### src/rtl/turret_pkg.sv
// Shared types and constants for the turret fire controller.
package turret_pkg;

  typedef enum logic [1:0] {ST_READY, ST_FLIGHT, ST_COOLDOWN} turret_state_t;

  localparam int unsigned AGE_W   = 8;
  localparam int unsigned CNT_MAX = 255;

endpackage

### src/rtl/turret_angle_reg.sv
// Saturating up/down aim-angle register; simultaneous inc and dec cancel out.
module turret_angle_reg
  import turret_pkg::*;
#(
  parameter int unsigned ANGLE_STEPS = 16,
  parameter int unsigned ANGLE_INIT  = 8,
  parameter int unsigned ANGLE_W     = $clog2(ANGLE_STEPS)
) (
  input  logic               fclk,
  input  logic               reset,
  input  logic               dec,
  input  logic               inc,
  output logic [ANGLE_W-1:0] value
);

  logic [ANGLE_W-1:0] value_q, value_d;

  always_comb begin
    value_d = value_q;
    if (dec && !inc && value_q != '0) begin
      value_d = value_q - 1'b1;
    end else if (inc && !dec && value_q != ANGLE_W'(ANGLE_STEPS - 1)) begin
      value_d = value_q + 1'b1;
    end
  end

  always_ff @(posedge fclk or posedge reset) begin
    if (reset) begin
      value_q <= ANGLE_W'(ANGLE_INIT);
    end else begin
      value_q <= value_d;
    end
  end

  assign value = value_q;

endmodule

### src/rtl/turret_fire_ctrl.sv
// Turret state for the renderer: aim angle plus a READY -> FLIGHT -> COOLDOWN shot FSM.
module turret_fire_ctrl
  import turret_pkg::*;
#(
  parameter int unsigned ANGLE_STEPS     = 16,
  parameter int unsigned ANGLE_INIT      = 8,
  parameter int unsigned SHOT_FRAMES     = 60,
  parameter int unsigned COOLDOWN_FRAMES = 30,
  parameter int unsigned ANGLE_W         = $clog2(ANGLE_STEPS)
) (
  input  logic               fclk,
  input  logic               reset,
  input  logic               left_pulse,
  input  logic               right_pulse,
  input  logic               fire_pulse,
  input  logic               hit,
  output logic [ANGLE_W-1:0] angle_idx,
  output logic [ANGLE_W-1:0] shot_angle,
  output logic               shot_active,
  output logic [AGE_W-1:0]   shot_age,
  output logic               fire_strobe,
  output logic               ready,
  output logic [AGE_W-1:0]   hit_count
);

  turret_state_t      state_q, state_d;
  logic [ANGLE_W-1:0] shot_angle_q, shot_angle_d;
  logic [AGE_W-1:0]   shot_age_q, shot_age_d;
  logic               fire_strobe_q, fire_strobe_d;
  logic [AGE_W-1:0]   hit_count_q, hit_count_d;
  logic [AGE_W-1:0]   cd_cnt_q, cd_cnt_d;

  turret_angle_reg #(
    .ANGLE_STEPS (ANGLE_STEPS),
    .ANGLE_INIT  (ANGLE_INIT),
    .ANGLE_W     (ANGLE_W)
  ) u_angle (
    .fclk  (fclk),
    .reset (reset),
    .dec   (left_pulse),
    .inc   (right_pulse),
    .value (angle_idx)
  );

  always_comb begin
    state_d       = state_q;
    shot_angle_d  = shot_angle_q;
    shot_age_d    = shot_age_q;
    fire_strobe_d = 1'b0;
    hit_count_d   = hit_count_q;
    cd_cnt_d      = cd_cnt_q;
    unique case (state_q)
      ST_READY: begin
        if (fire_pulse) begin
          state_d       = ST_FLIGHT;
          shot_age_d    = '0;
          fire_strobe_d = 1'b1;
          // angle_idx is still the pre-edge value here, so a same-tick aim step is excluded
          shot_angle_d  = angle_idx;
        end
      end
      ST_FLIGHT: begin
        if (hit) begin
          state_d  = ST_COOLDOWN;
          cd_cnt_d = '0;
          if (hit_count_q != AGE_W'(CNT_MAX)) begin
            hit_count_d = hit_count_q + 1'b1;
          end
        end else if (shot_age_q == AGE_W'(SHOT_FRAMES - 1)) begin
          state_d  = ST_COOLDOWN;
          cd_cnt_d = '0;
        end else begin
          shot_age_d = shot_age_q + 1'b1;
        end
      end
      ST_COOLDOWN: begin
        if (cd_cnt_q == AGE_W'(COOLDOWN_FRAMES - 1)) begin
          state_d = ST_READY;
        end else begin
          cd_cnt_d = cd_cnt_q + 1'b1;
        end
      end
      default: state_d = ST_READY;
    endcase
  end

  always_ff @(posedge fclk or posedge reset) begin
    if (reset) begin
      state_q       <= ST_READY;
      shot_angle_q  <= '0;
      shot_age_q    <= '0;
      fire_strobe_q <= 1'b0;
      hit_count_q   <= '0;
      cd_cnt_q      <= '0;
    end else begin
      state_q       <= state_d;
      shot_angle_q  <= shot_angle_d;
      shot_age_q    <= shot_age_d;
      fire_strobe_q <= fire_strobe_d;
      hit_count_q   <= hit_count_d;
      cd_cnt_q      <= cd_cnt_d;
    end
  end

  assign shot_angle  = shot_angle_q;
  assign shot_age    = shot_age_q;
  assign fire_strobe = fire_strobe_q;
  assign hit_count   = hit_count_q;
  assign shot_active = (state_q == ST_FLIGHT);
  assign ready       = (state_q == ST_READY);

endmodule

### config.mk
export PLATFORM = sky130hd
export DESIGN_NAME = turret_fire_ctrl
export DESIGN_NICKNAME = d
export VERILOG_FILES = /design/src/rtl/turret_pkg.sv /design/src/rtl/turret_angle_reg.sv /design/src/rtl/turret_fire_ctrl.sv
export SDC_FILE = /design/constraint.sdc
export NUM_CORES = 1
export LEC_CHECK = 0
export BUFFER_PORTS_ARGS = -buffer_cell sky130_fd_sc_hd__buf_2
export CAP_MARGIN = 20
export CORE_MARGIN = 5
export CORE_UTILIZATION = 59
export DETAILED_ROUTE_END_ITERATION = 10
export PLACE_DENSITY = 0.84
export SYNTH_ARGS = -nofsm -noshare
export SYNTH_HDL_FRONTEND = slang
export SYNTH_HIERARCHICAL = 1
export SYNTH_SLANG_ARGS = --single-unit
### constraint.sdc
create_clock -name fclk -period 4.8 [get_ports fclk]
set_input_delay 0.24 -clock fclk [delete_from_list [all_inputs] [get_ports fclk]]
set_output_delay 0.24 -clock fclk [all_outputs]
set_load 0.05 [all_outputs]
==> results by group <==
Cells and area
  – Design area: ~0.0021 mm2
  – Layout area overhead: 14.3%
  – Multi-input logic area: roughly 920 um2
  – NumNets Final: ~230
  – Antenna Cells: 0
  – Most common cell after layout, fill and taps aside: dfrtp_1
  – Share of cells above drive strength 1: 0.249
  – Fill cells: about 220
  – Commonest cells after routing, fill and taps aside: dfrtp_1 (34), buf_2 (32), nand2_1 (12)
  – Sequential cell area: 877 um2

Synthesis
  – Post-synthesis mux area share: 0.0493
  – Synth cell types: 46
  – EDFF count, synth: 0
  – Synth area leaders: dfrtp_1 (46%), ha_1 (4.1%), mux2_2 (3.0%), o31ai_1 (2.8%), xor2_1 (2.8%)
  – Syn Std Cell Area: about 0.0019 mm2
  – Synth top area share: 0.459
  – Asr flop ratio synth: 1.00
  – Complex-gate fraction of the synthesized area: 0.149
  – Yosys reg bits: 35
  – Synth Warn #: 6
  – Syn nets: around 190
  – Simple-gate share of the synthesized area: 0.194
  – Cell count after synthesis: between 150 and 200
  – Adder-cell share of the synthesized area: 0.0513
  – Main combinational cell family by area after synthesis: simple AND/OR/NAND/NOR gates
  – Post-synthesis xor/xnor area fraction: 0.0520
  – Cell taking the most area after synthesis: dfrtp_1
  – Part of the Yosys area used for sequential elements: 0.473
  – Syn Area/Cell: approximately 11 um2
  – Synth Flop Type: dfrtp_1

STA
  – Unrepaired setup endpoints after global routing: no
  – Final setup viols: 0
  – Relative slew slack: 0.647
  – Max Clk Rate: 0.424 GHz
  – Final Hold Viols: 0
  – Clk_skew: approximately 13 ps
  – Max-slew violations: 0
  – Fin crit share: 0.491
  – Slew @ Worst Pin: between 500 and 600 ps
  – Setup TNS: 0 ps
  – Tmin final: between 2000 and 2500 ps

Drt
  – Drt pass-1 iters: 4
  – Max layer used: met4
  – Met3 wire length: ~200 um
  – DR vias: between 1000 and 1500
  – WL/cell: ~15 um
  – WL met1: 1.77 mm
  – DRC: 0
  – Routed Wire Length: around 4 mm
  – Final ANT Viol Nets: 0
  – 1st-iter DRT viols: 130
  – Routed length on met2: between 1.5 and 2 mm
  – Vias/cell: between 5 and 6

Worst setup path
  – CP Cell Sequence: or4_4, nand3b_4, inv_1, ha_1, a21o_1, a21oi_1, mux2i_1, xor2_1
  – Worst setup EP type: register
  – Crit path launch type: register
  – CP startpoint: u_angle/value[2]$_DFFE_PP0P_
  – FF-to-FF Start: u_angle/value[2]$_DFFE_PP0P_
  – CP max stage cell: or4_4
  – Worst endpoint required time: just over 5000 ps
  – Critical path class: reg -> reg
  – Worst-path fanout max: 6
  – Crit path largest cell delay: around 580 ps
  – Worst Path Arrival: ~2600 ps

Clock network
  – H-tree Lvls: 2
  – Clk pin slew, worst setup/hold paths: around 90 ps
  – Num CTS Buffers: 5
  – Post-CTS Setup Repair Bufs: 0
  – Clock Latency Late Sink: roughly 340 ps
  – Clock buffer depth: 2
  – CTS tree: done
  – Clk sink count: 35
  – Root buffer cell: clkbuf_4

Worst hold path
  – Critical hold path startpoint: hit
  – Worst hold path class: in -> reg

Floorplan
  – Ports: 33
  – Die Area: 0.00436 mm2
  – Initial Util: 0.612
  – Die width: 66.0 um
  – Core ar.: just over 0.003 mm2
  – Die height: about 66 um
  – Site row count: 20

Power and ir drop
  – Static Leak: around 0.0010 uW
  – Worst VDD drop: between 0.2 and 0.3 mV
  – Pwr/cell area: approximately 640 mW/mm2

Global routing
  – Vias in the first global route: around 1500
  – Pin count of the biggest net entering global routing: 26
  – GRT Resource Usage Total: 0.203
  – Initial antenna violation count: 0
  – Global-route wire length before repair: slightly below 7 mm
  – Total gr overflow: 0

Run status
  – Status: finished, final reports clean

Placement
  – Hpwl dp: between 2 and 3 mm
  – # port buffers: 32
  – Post-Place Cell Area: about 0.0021 mm2
  – RePlAce Congestion: ~0.9

Job
  – Maxcap violations: 0
## cells by family (layout without fill, tap and decap cells)
kind of cell	after synthesis	after routing
adders and majority gates	7	7
and+or+nand+nor	60	60
buffers and inverters	15	53
DFF	35	35
AOI/OAI and AO/OA	39	39
muxes	8	8
xor gates and xnor gates	11	11
## layer usage
layer / track usage / vias to the layer above
met3: 0.0425 / 9
met4: 0.102 / 0
met1: 0.253 / 717
met2: 0.332 / 50
met5: 0 / -
li1: - / 711
## power breakdown
group	leakage, uW	total (uW)	internal, uW	switching [uW]
clock	0.0000265	147	58.3	89.1
combinational	0.000546	692	214	479
sequential	0.000451	507	393	115
## area by class of cell
cell class              count  area share
multi-input cells         125       0.434
flip-flops and latches     35       0.414
repair buffers             34      0.0839
well taps                  44      0.0260
clock buffers               8      0.0230
inverters                  11      0.0195
## metrics by stage
| step | cells | hold WS (ps) | setup WS, ps | utilization | total power [uW] |
|---|---|---|---|---|---|
| detailed placement | 248 | 149 | 2470 | 0.680 | 1200 |
| finish | 257 | 195 | 2440 | 0.700 | 1350 |
| global route | 257 | 163 | 2320 | 0.700 | 1430 |
| CTS | 257 | 170 | 2450 | 0.700 | 1360 |
| floorplan | 175 | 5.36 | 2400 | - | 1040 |
| global placement | 248 | 140 | 2590 | 0.680 | 1170 |
## final timing paths
check	end	slack, ps	depth (start not counted)
worst max-delay path	u_angle/value[3]$_DFFE_PP1P_	2440	8
worst min-delay path	shot_age[5]$_DFFE_PP0P_	190	2
worst max register to register	u_angle/value[3]$_DFFE_PP1P_	2440	8
worst min register to register	hit_count[6]$_DFFE_PP0P_	500	1
max in group asynchronous	state_q[0]$_DFFE_PP0P_	3820	4
min in group asynchronous	u_angle/value[1]$_DFFE_PP0P_	350	3
## worst max-delay path, delay by kind of cell, from the launching register on
kind / cells / cell delay [ps]
compound gates: 2 / 380
xor+xnor: 1 / 160
fa+ha+maj: 1 / 280
buf+inv: 1 / 80
flops: 1 / 460
mux: 1 / 230
simple gates: 2 / 700
## synthesized netlist by cell type, drive strengths merged, types with 2 or more instances
cell	instances
xor2	6
o21bai	3
or4	3
o211ai	6
dfrtp	34
o21ai	7
nand4	4
clkbuf	3
nand2	13
mux2	6
o22ai	3
a21oi	2
nor2	8
and3	3
xnor2	5
ha	6
mux2i	2
a21o	3
inv	11
nand3	9
o31ai	7
nor3	6
nand2b	7
a31oi	3
nand3b	2
## sequential cells by signal, indices dropped and copies added (netlist names)
register / flops
cd_cnt_q: 8
fire_strobe: 1
hit_count: 8
shot_age: 8
shot_angle: 4
state_q: 2
u_angle/value: 4
## what timing repair did
| action | 4_1_cts | 5_1_grt |
|---|---|---|
| hold endpoints to repair | 9 | 0 |
| gates resized for setup | 0 | 0 |
| hold buffers | 1 | 0 |
(Power assumes the default switching activity.)
